<file path="src/rtl/keypad_pkg.sv">
// Shared keypad constants and code helpers, also used by the game graphics stage.
// A key code is {valid, row[1:0], col[1:0]}.
package keypad_pkg;

  localparam int KEY_W         = 5;
  localparam int KEY_VALID_BIT = 4;

  typedef logic [KEY_W-1:0] key_code_t;

  localparam key_code_t KEY_NONE = 5'h00;
  localparam key_code_t KEY_1    = 5'h11;
  localparam key_code_t KEY_3    = 5'h13;
  localparam key_code_t KEY_5    = 5'h15;

  function automatic logic [1:0] lowest_row(input logic [3:0] rows);
    if (rows[0]) begin
      return 2'd0;
    end else if (rows[1]) begin
      return 2'd1;
    end else if (rows[2]) begin
      return 2'd2;
    end else begin
      return 2'd3;
    end
  endfunction

  function automatic key_code_t make_code(input logic [1:0] row, input logic [1:0] col);
    key_code_t code;
    code                = {1'b0, row, col};
    code[KEY_VALID_BIT] = 1'b1;
    return code;
  endfunction

endpackage

</file>
<file path="src/rtl/keypad_if.sv">
// Keypad matrix wiring plus the debounced key outputs.
// master = keypad front end, slave = matrix / downstream consumer.
interface keypad_if;
  import keypad_pkg::*;

  logic [3:0] key_row;
  logic [3:0] key_col;
  key_code_t  key;
  key_code_t  key_pulse;

  modport master (input key_row, output key_col, output key, output key_pulse);
  modport slave  (output key_row, input key_col, input key, input key_pulse);

endinterface

</file>
<file path="src/rtl/keypad_debounce.sv">
// Whole-scan debouncer: a code must repeat for DEBOUNCE_SCANS consecutive
// end-of-scan results before it is accepted onto key.
module keypad_debounce
  import keypad_pkg::*;
#(
  parameter int DEBOUNCE_SCANS = 4
) (
  input  logic      clk,
  input  logic      rst,
  input  logic      scan_end,
  input  key_code_t raw,
  output key_code_t key,
  output key_code_t key_pulse
);

  localparam logic [3:0] CNT_MAX = 4'(DEBOUNCE_SCANS);

  key_code_t  cand;
  logic [3:0] cnt;
  logic       accept;

  assign accept = (cnt == CNT_MAX) && (cand != key);

  // candidate code and its saturating run length
  always_ff @(posedge clk or posedge rst) begin
    if (rst) begin
      cand <= KEY_NONE;
      cnt  <= 4'd0;
    end else if (scan_end) begin
      if (raw == cand) begin
        if (cnt != CNT_MAX) begin
          cnt <= cnt + 4'd1;
        end else begin
          cnt <= cnt;
        end
      end else begin
        cand <= raw;
        cnt  <= 4'd1;
      end
    end else begin
      cnt <= cnt;
    end
  end

  // releases update key silently; only new pressed codes pulse
  always_ff @(posedge clk or posedge rst) begin
    if (rst) begin
      key       <= KEY_NONE;
      key_pulse <= KEY_NONE;
    end else if (accept) begin
      key       <= cand;
      key_pulse <= cand[KEY_VALID_BIT] ? cand : KEY_NONE;
    end else begin
      key_pulse <= KEY_NONE;
    end
  end

endmodule

</file>
<file path="src/rtl/keypad_scan.sv">
// 4x4 keypad front end: one-hot column drive, 2-flop row synchroniser,
// per-scan first-key accumulator feeding the whole-scan debouncer.
module keypad_scan
  import keypad_pkg::*;
#(
  parameter int SCAN_DIV       = 50000,
  parameter int DEBOUNCE_SCANS = 4
) (
  input  logic     clk,
  input  logic     rst,
  keypad_if.master kp
);

  localparam int             DIV_W    = (SCAN_DIV > 1) ? $clog2(SCAN_DIV) : 1;
  localparam logic [DIV_W-1:0] DIV_LAST = DIV_W'(SCAN_DIV - 1);

  logic [DIV_W-1:0] div_cnt;
  logic [1:0]       col;
  logic [3:0]       col_drive;
  logic [3:0]       row_meta;
  logic [3:0]       row_sync;
  key_code_t        acc;
  key_code_t        acc_next;
  logic             sample;
  logic             scan_end;

  // rows are sampled on the last divider count so the synchroniser has settled
  assign sample   = (div_cnt == DIV_LAST);
  assign scan_end = sample && (col == 2'd3);

  // column divider and one-hot drive
  always_ff @(posedge clk or posedge rst) begin
    if (rst) begin
      div_cnt   <= '0;
      col       <= 2'd0;
      col_drive <= 4'b0001;
    end else if (sample) begin
      div_cnt   <= '0;
      col       <= col + 2'd1;
      col_drive <= {col_drive[2:0], col_drive[3]};
    end else begin
      div_cnt <= div_cnt + DIV_W'(1);
    end
  end

  // two-flop synchroniser on the asynchronous row inputs
  always_ff @(posedge clk or posedge rst) begin
    if (rst) begin
      row_meta <= 4'b0000;
      row_sync <= 4'b0000;
    end else begin
      row_meta <= kp.key_row;
      row_sync <= row_meta;
    end
  end

  // first key found in a scan wins: lowest column, then lowest row
  always_comb begin
    acc_next = acc;
    if ((acc == KEY_NONE) && (|row_sync)) begin
      acc_next = make_code(lowest_row(row_sync), col);
    end else begin
      acc_next = acc;
    end
  end

  // accumulator restarts empty for column 0 of every scan
  always_ff @(posedge clk or posedge rst) begin
    if (rst) begin
      acc <= KEY_NONE;
    end else if (scan_end) begin
      acc <= KEY_NONE;
    end else if (sample) begin
      acc <= acc_next;
    end else begin
      acc <= acc;
    end
  end

  assign kp.key_col = col_drive;

  keypad_debounce #(
    .DEBOUNCE_SCANS(DEBOUNCE_SCANS)
  ) u_debounce (
    .clk      (clk),
    .rst      (rst),
    .scan_end (scan_end),
    .raw      (acc_next),
    .key      (kp.key),
    .key_pulse(kp.key_pulse)
  );

endmodule
</file>
<file path="src/flat_wrapper.sv">
// flat-port wrapper written by rule: the top's interface ports become plain ports
module keypad_scan_flat import keypad_pkg::*;
#(
  parameter int SCAN_DIV       = 50000,
  parameter int DEBOUNCE_SCANS = 4
)
  (clk, rst, kp_key_row, kp_key_col, kp_key, kp_key_pulse);
  keypad_if kp_i ();
  input  logic clk;
  input  logic rst;
  input wire logic [$bits(kp_i.key_row)-1:0] kp_key_row;
  output wire logic [$bits(kp_i.key_col)-1:0] kp_key_col;
  output wire logic [$bits(kp_i.key)-1:0] kp_key;
  output wire logic [$bits(kp_i.key_pulse)-1:0] kp_key_pulse;
  assign kp_i.key_row = kp_key_row;
  assign kp_key_col = kp_i.key_col;
  assign kp_key = kp_i.key;
  assign kp_key_pulse = kp_i.key_pulse;
  keypad_scan #(.SCAN_DIV(SCAN_DIV), .DEBOUNCE_SCANS(DEBOUNCE_SCANS)) u_core (.clk(clk), .rst(rst), .kp(kp_i));
endmodule
</file>
<file path="config.mk">
export PLATFORM = sky130hd
export DESIGN_NAME = keypad_scan_flat
export DESIGN_NICKNAME = d
export VERILOG_FILES = /design/src/rtl/keypad_pkg.sv /design/src/rtl/keypad_if.sv /design/src/rtl/keypad_debounce.sv /design/src/rtl/keypad_scan.sv /design/src/flat_wrapper.sv
export SDC_FILE = /design/constraint.sdc
export NUM_CORES = 1
export LEC_CHECK = 0
export ABC_AREA = 1
export ABC_CLOCK_PERIOD_IN_PS = 1900
export CORE_ASPECT_RATIO = 1.5
export CORE_MARGIN = 8
export CORE_UTILIZATION = 58
export CTS_CLUSTER_DIAMETER = 50
export CTS_CLUSTER_SIZE = 25
export DETAILED_ROUTE_END_ITERATION = 10
export GPL_TIMING_DRIVEN = 0
export PLACE_DENSITY = 0.79
export SLEW_MARGIN = 40
export SYNTH_ARGS = -nofsm -noshare
export SYNTH_HDL_FRONTEND = slang
export SYNTH_HIERARCHICAL = 1
export SYNTH_SLANG_ARGS = --single-unit
</file>
<file path="constraint.sdc">
create_clock -name clk -period 1.9 [get_ports clk]
set_input_delay 0.19 -clock clk [delete_from_list [all_inputs] [get_ports clk]]
set_output_delay 0.19 -clock clk [all_outputs]
set_load 0.03 [all_outputs]
</file>
==> results.py, run 1 <==
metrics = {
    "timing": {
        "worstMarginPinSlew_ns": 0.7201,
        "fin_crit_ns": 1.765,
        "setup_viol": 0,
        "min_period_over_period": 0.9288,
        "whs_ns": 0.2626,
        "skew_ns": 0.005589,
        "fin_tns_setup_ns": 0,
        "hold_viol": 0,
        "clock.fmax_mhz": 566.7,
        "slew_headroom": 0.5194,
        "slew_violations": 0,
    },
    "yosys": {
        "synth_top_family_by_area": "simple AND/OR/NAND/NOR gates",
        "yosysTopAreaCellShare": 0.5101,
        "yosysMostFrequentCell": "nand2_1",
        "muxShareOfSynthArea": 0.008662,
        "synth_nets": 328,
        "ys_warn_count": 6,
        "avgSynthCellArea_um2": 8.176,
        "synth-xor-area-share": 0.05053,
        "ys_seq_area_frac": 0.5202,
        "synth-main-ff-cell": "dfrtp_1",
        "syn_inst": 318,
        "ys_top_cells_by_area": "dfrtp_1 51%, nand2_1 13%, inv_1 6.6%",
        "ys_types": 26,
        "netlist_top_cells_count": "90 x nand2_1, 53 x dfrtp_1, 46 x inv_1",
        "synth_simple_gate_area_frac": 0.2921,
        "syn_area_mm2": 0.002600,
        "synth_compound_area_frac": 0.03080,
        "yosysTopAreaCell": "dfrtp_1",
        "async_flop_share": 1.000,
        "ys_seq_elements": 54,
        "synth_edf_count": 0,
        "synth-adder-area-share": 0.01925,
    },
    "placed_design": {
        "hpwlAfterDp_um": 3703,
        "placed_cells": 385,
        "routabilityCongestion": 0.8205,
        "numPortBuffers": 19,
    },
    "worst_setup_path": {
        "worst-path-max-fanout": 5,
        "r2r_start": "u_core/acc[4]$_DFFE_PP0P_",
        "reg2reg_to": "u_core/u_debounce/cand[3]$_DFFE_PP0P_",
        "worstRegToRegCells": 13,
        "criticalPathCategory": "flop to flop",
        "cp_cell_sequence": "inv_1 > nand3_2 > nor2_4 > nand3_1 > nand2_1 > inv_1 > nand2_1 > nand2_1 > nor2_2 > nand3_4 > nand2_4 > nand2_1 > o21ai_0",
        "cpMostUsedCell": "nand2_1",
        "cp-endpoint": "u_core/u_debounce/cand[3]$_DFFE_PP0P_",
        "path_buf_inv": 2,
        "cp.depth": 13,
        "cp_top_family": "simple AND/OR/NAND/NOR gates",
        "crit_path_start": "u_core/acc[4]$_DFFE_PP0P_",
        "worstSetupEndpointType": "flop",
        "critPathSlowestCell": "dfrtp_1",
        "arrival_ns": 2.00,
        "required_ns": 2.14,
        "start_kind": "flop",
        "r2r_slack_ns": 0.14,
        "cpPeakStageDelay_ns": 0.40,
    },
    "routing": {
        "drc": 0,
        "dr.pass1.iters": 5,
        "via_per_inst": 5.035,
        "routed_wl_um": 4993,
        "num_vias": 2004,
        "drtIter0Drc": 90,
        "routedWlPerCell_um": 12.55,
        "ant_nets": 0,
    },
    "floorplanning": {
        "die-area_mm2": 0.006925,
        "fp.dieW_um": 70.67,
        "num_rows": 30,
        "start_util": 0.5870,
        "io_pins": 20,
        "die_height_um": 98,
        "core_area_mm2": 0.004429,
    },
    "grt": {
        "grt_pass1_wl_um": 8528,
        "met2_usage": 0.2970,
        "track_usage": 0.1514,
        "grt.busiest_layer": "met2",
        "use_met1": 0.1423,
        "grt_max_degree": 36,
        "first_global_vias": 2039,
        "overflow": 0,
        "antenna_found_initial": 0,
        "use_met3": 0.03487,
    },
    "clock_tree": {
        "holdBufCountCts": 0,
        "clock_sinks": 54,
        "clockRootBuffer": "clkbuf_8",
        "cts_buffer_depth": 2,
        "cts_buffers": 5,
        "cts_max_level": 2,
        "clock_latency_ns": 0.31,
        "clk_pin_slew_ns": 0.10,
        "cts_tree": "built",
    },
    "layout": {
        "multi_input_area_mm2": 0.001085,
        "area_growth_pct": 16.94,
        "num-nets-final": 359,
        "seq_area_mm2": 0.001353,
        "drive_above_1_share": 0.1343,
        "antenna-diode-count": 0,
        "nFillCells": 384,
        "final_util": 0.6864,
        "stdcell_count": 398,
    },
    "pwr": {
        "p_leak_nw": 1.594,
        "vdd_drop_max_v": 0.0005653,
        "p_per_area_mw_per_mm2": 659.8,
        "power_mw": 2.006,
    },
    "flow_run": {
        "cap_viol_max_count": 0,
    },
    "min_path": {
        "hold_path_class": "primary input to asynchronous set/reset pin",
    },
    "run_status": {
        "outcome": "complete, no violations",
    },
}
[final cells by class]
type                       count  share of cell area
sequential                    54              0.4449
multi-input combinational    213              0.3568
timing repair buffer          23             0.07243
inverter                      51             0.06379
clock buffer                   5             0.02263
tap                           48             0.01975
clock inverter                 3             0.01605
buffer                         1            0.003704
[report_power, final]
group	internal [mW]	leakage (nW)	switching, mW
Sequential	1.16	0.718	0.00342
Clock	0.402	0.0563	0.394
Combinational	0.0156	0.819	0.0348
Total	1.57	1.59	0.432
[worst register-to-register path, delay by kind of cell, from the launching register on]
family / cells / cell delay [ns]
AOI/OAI and AO/OA: 1 / 0.08
and+or+nand+nor: 10 / 1.05
buffers and inverters: 2 / 0.18
DFF: 1 / 0.40
[metrics by stage]
step / setup WS (ns) / cell area [µm²]
finish: 0.1353 / 3040
global route: -0.01078 / 3040
CTS: 0.01296 / 2968
detailed placement: 0.03795 / 2850
global placement: 0.07613 / 2850
floorplan: 0.2925 / 2600
[routing by layer]
layer	part of all wire	wire, µm
met1	0.38	1917
met2	0.56	2797
met3	0.038	189
met4	0.018	88
met5	0	0
[sequential cells by signal (all words and copies together), names as in the netlist, 4 cells and up]
signal / cells
u_core/div_cnt: 16
u_core/acc: 5
u_core/u_debounce/cand: 5
u_core/u_debounce/key: 5
u_core/u_debounce/key_pulse: 5
u_core/kp.key_col: 4
u_core/row_meta: 4
u_core/row_sync: 4
u_core/u_debounce/cnt: 4
[timing repair]
action / in CTS / in global routing
setup endpoints to repair: 0 / 9
setup buffers: 0 / 4
resized for setup: 0 / 12
[worst min-delay path by stage]
stage	slack (ns)	cells after the start	endpoint
global placement	0.33	0	u_core/row_sync[2]$_DFF_PP0_
global route	0.30	1	u_core/row_meta[0]$_DFF_PP0_
finish	0.26	2	u_core/div_cnt[11]$_DFF_PP0_
CTS	0.30	1	u_core/row_meta[0]$_DFF_PP0_
floorplan	0.14	1	u_core/u_debounce/cand[0]$_DFFE_PP0P_
detailed placement	0.34	0	u_core/row_sync[1]$_DFF_PP0_
[cell families (layout without fill, tap and decap cells)]
| kind of cell | count (synthesis) | count (layout) |
|---|---|---|
| xor gates and xnor gates | 15 | 15 |
| buffers and inverters | 52 | 83 |
| DFF | 54 | 54 |
| and+or+nand+nor | 177 | 178 |
| AOI/OAI and AO/OA | 14 | 14 |
| muxes | 2 | 2 |
| adders and majority gates | 4 | 4 |
[cells in the final DEF (no fill, tap or decap), types with 2 or more instances in the layout]
| cell type | instances |
|---|---|
| nand2_1 | 87 |
| dfrtp_1 | 53 |
| inv_1 | 42 |
| nor2_1 | 41 |
| nand3_1 | 25 |
| clkdlybuf4s50_1 | 19 |
| xor2_1 | 12 |
| inv_2 | 7 |
| nor2_2 | 6 |
| o21ai_0 | 6 |
| clkbuf_8 | 5 |
| nand2_2 | 5 |
| buf_4 | 4 |
| nor3_1 | 4 |
| ha_1 | 4 |
| nand3_2 | 3 |
| a21oi_1 | 3 |
| xnor2_1 | 3 |
| nor2_4 | 2 |
| o21ai_1 | 2 |
| nand2_4 | 2 |
| clkinv_2 | 2 |
| o21ai_2 | 2 |
| mux2_2 | 2 |
(Power assumes the default switching activity.)
==> inputs of run 2 (changes only) <==
ABC_CLOCK_PERIOD_IN_PS = 1940   (was 1900)
SETUP_SLACK_MARGIN = 0.05   (was default)
clock period = 1.94 ns   (was 1.9 ns; I/O delays follow)
==> run 2 against run 1 <==
  * Design area unchanged
  * Hold slack improved by 0.0040 ns
  * Clock power decreased by 2%
  * Power decreased by 1.9%
  * Sequential cell count unchanged
  * Count of clock-buffer cells in the layout unchanged
  * First-iteration DRC count decreased by 2.2%
  * Core utilization unchanged
  * Non-clock buffer count unchanged
  * Wire length increased by 0.24%
  * Critical path depth unchanged
  * Cell count unchanged
==> results.py, run 2 (synthesis gave the netlist of run 1 again) <==
metrics = {
    "worst_setup_path": {
        "required_ns": 2.18,
        "criticalPathCategory": "flop to flop",
        "worst-path-max-fanout": 5,
        "crit_path_start": "u_core/acc[4]$_DFFE_PP0P_",
        "start_kind": "flop",
        "arrival_ns": 1.98,
        "worstSetupEndpointType": "flop",
        "worstRegToRegCells": 13,
        "r2r_start": "u_core/acc[4]$_DFFE_PP0P_",
    },
    "pwr": {
        "p_leak_nw": 1.594,
        "power_mw": 1.967,
        "p_per_area_mw_per_mm2": 647.0,
        "swShare": 0.2162,
        "p_clk_frac": 0.397,
        "p_int_mw": 1.542,
        "comb_power_share": 0.025,
        "p_sw_uw": 425.4,
        "sequentialPowerShare": 0.578,
        "vdd_drop_max_v": 0.0005556,
    },
    "layout": {
        "final_common_cell": "nand2_1",
        "final_util": 0.6864,
        "antenna-diode-count": 0,
        "drive_above_1_share": 0.1371,
        "top_register": "u_core/div_cnt",
        "finish.instance_area_mm2": 0.003040,
        "area_growth_pct": 16.94,
        "largest_reg_flops": 16,
        "num-nets-final": 359,
        "stdcell_count": 398,
        "final_cell_mix": "87 x nand2_1, 53 x dfrtp_1, 41 x inv_1, 41 x nor2_1, 25 x nand3_1",
    },
    "clock_tree": {
        "cts_buffers": 5,
        "holdBufCountCts": 0,
        "clock_sinks": 54,
        "cts_tree": "built",
        "clk_pin_slew_ns": 0.10,
        "cts_buffer_depth": 2,
        "cts_max_level": 2,
        "clock_latency_ns": 0.31,
        "clockRootBuffer": "clkbuf_8",
    },
    "timing": {
        "fin_tns_setup_ns": 0,
        "worstMarginPinSlew_ns": 0.7201,
        "rsz0062_at_grt": "no",
        "fin_crit_ns": 1.737,
        "whs_ns": 0.2666,
        "clock.fmax_mhz": 575.8,
        "setup_viol": 0,
        "slew_violations": 0,
        "fin_ws_ns": 0.2034,
        "slew_headroom": 0.5194,
        "skew_ns": 0.007633,
        "hold_viol": 0,
        "min_period_over_period": 0.8951,
    },
    "flow_run": {
        "cap_viol_max_count": 0,
    },
    "grt": {
        "antenna_found_initial": 0,
        "met2_usage": 0.2970,
        "grt_pass1_wl_um": 8528,
        "use_met1": 0.1423,
        "grt_max_degree": 36,
        "use_met3": 0.03487,
        "grt.busiest_layer": "met2",
        "track_usage": 0.1514,
        "first_global_vias": 2039,
        "overflow": 0,
    },
    "placed_design": {
        "placed_cells": 385,
        "place_area_mm2": 0.002850,
        "numPortBuffers": 19,
        "hpwlAfterDp_um": 3703,
        "dpl_worst_slack_ns": 0.07795,
        "routabilityCongestion": 0.8205,
    },
    "floorplanning": {
        "num_rows": 30,
        "fp.dieW_um": 70.67,
        "die_height_um": 98,
        "core_area_mm2": 0.004429,
        "start_util": 0.5870,
        "die-area_mm2": 0.006925,
        "io_pins": 20,
    },
    "routing": {
        "dr.pass1.iters": 6,
        "routedWlPerCell_um": 12.58,
        "ant_nets": 0,
        "routed_wl_um": 5005,
        "via_per_inst": 5.030,
        "drtIter0Drc": 88,
        "drc": 0,
        "num_vias": 2002,
    },
    "min_path": {
        "hold_path_class": "primary input to asynchronous set/reset pin",
    },
    "run_status": {
        "outcome": "complete, no violations",
    },
}
run 2: path summary, 6_finish.rpt:
| check | endpoint | slack, ns |
|---|---|---|
| setup / recovery | u_core/u_debounce/cand[3]$_DFFE_PP0P_ | 0.20 |
| hold / removal | u_core/div_cnt[11]$_DFF_PP0_ | 0.27 |
| setup reg to reg | u_core/u_debounce/cand[3]$_DFFE_PP0P_ | 0.20 |
| hold reg to reg | u_core/row_sync[2]$_DFF_PP0_ | 0.35 |
| max in group asynchronous | u_core/u_debounce/cand[1]$_DFFE_PP0P_ | 1.14 |
| min in group clk | u_core/row_meta[2]$_DFF_PP0_ | 0.31 |
run 2: critical path: stages, from the launching register on:
cell and delay, ns:
dfrtp_1 0.41, inv_2 0.08, nand3_2 0.10, nor2_4 0.16, nand3_1 0.09, nand2_1 0.12, inv_1 0.07, nand2_1 0.05
nand2_1 0.06, nor2_2 0.14, nand3_4 0.13, nand2_4 0.13, nand2_1 0.06, o21ai_0 0.08
run 2: area by class of cell:
class / instances / area, µm²
fillers: 384 / 1389
clock buffers: 5 / 68.82
plain buffers: 1 / 11.26
repair buffers: 23 / 220.2
well taps: 48 / 60.06
multi-input cells: 213 / 1085
clock inverters: 3 / 48.80
inverters: 51 / 193.9
flip-flops and latches: 54 / 1353
run 2: timing repair:
action                     CTS  global route
gates resized for setup      0            13
setup endpoints to repair    0             9
buffers inserted             0             4
run 2: power by group through the flow:
stage / logic, mW / registers (mW) / clock network (mW)
4_1_cts: 0.0487 / 1.14 / 0.796
6_report: 0.0493 / 1.14 / 0.781
3_3_place_gp: 0.0474 / 1.16 / 0
5_1_grt: 0.0576 / 1.14 / 0.837
3_5_place_dp: 0.0485 / 1.16 / 0
2_1_floorplan: 0.0295 / 1.16 / 0
run 2: metal layers:
layer  part of all wire  up-vias
li1                   -     1023
met1               0.38      946
met2               0.56       27
met3              0.038        6
met4              0.016        0
met5                  0        -
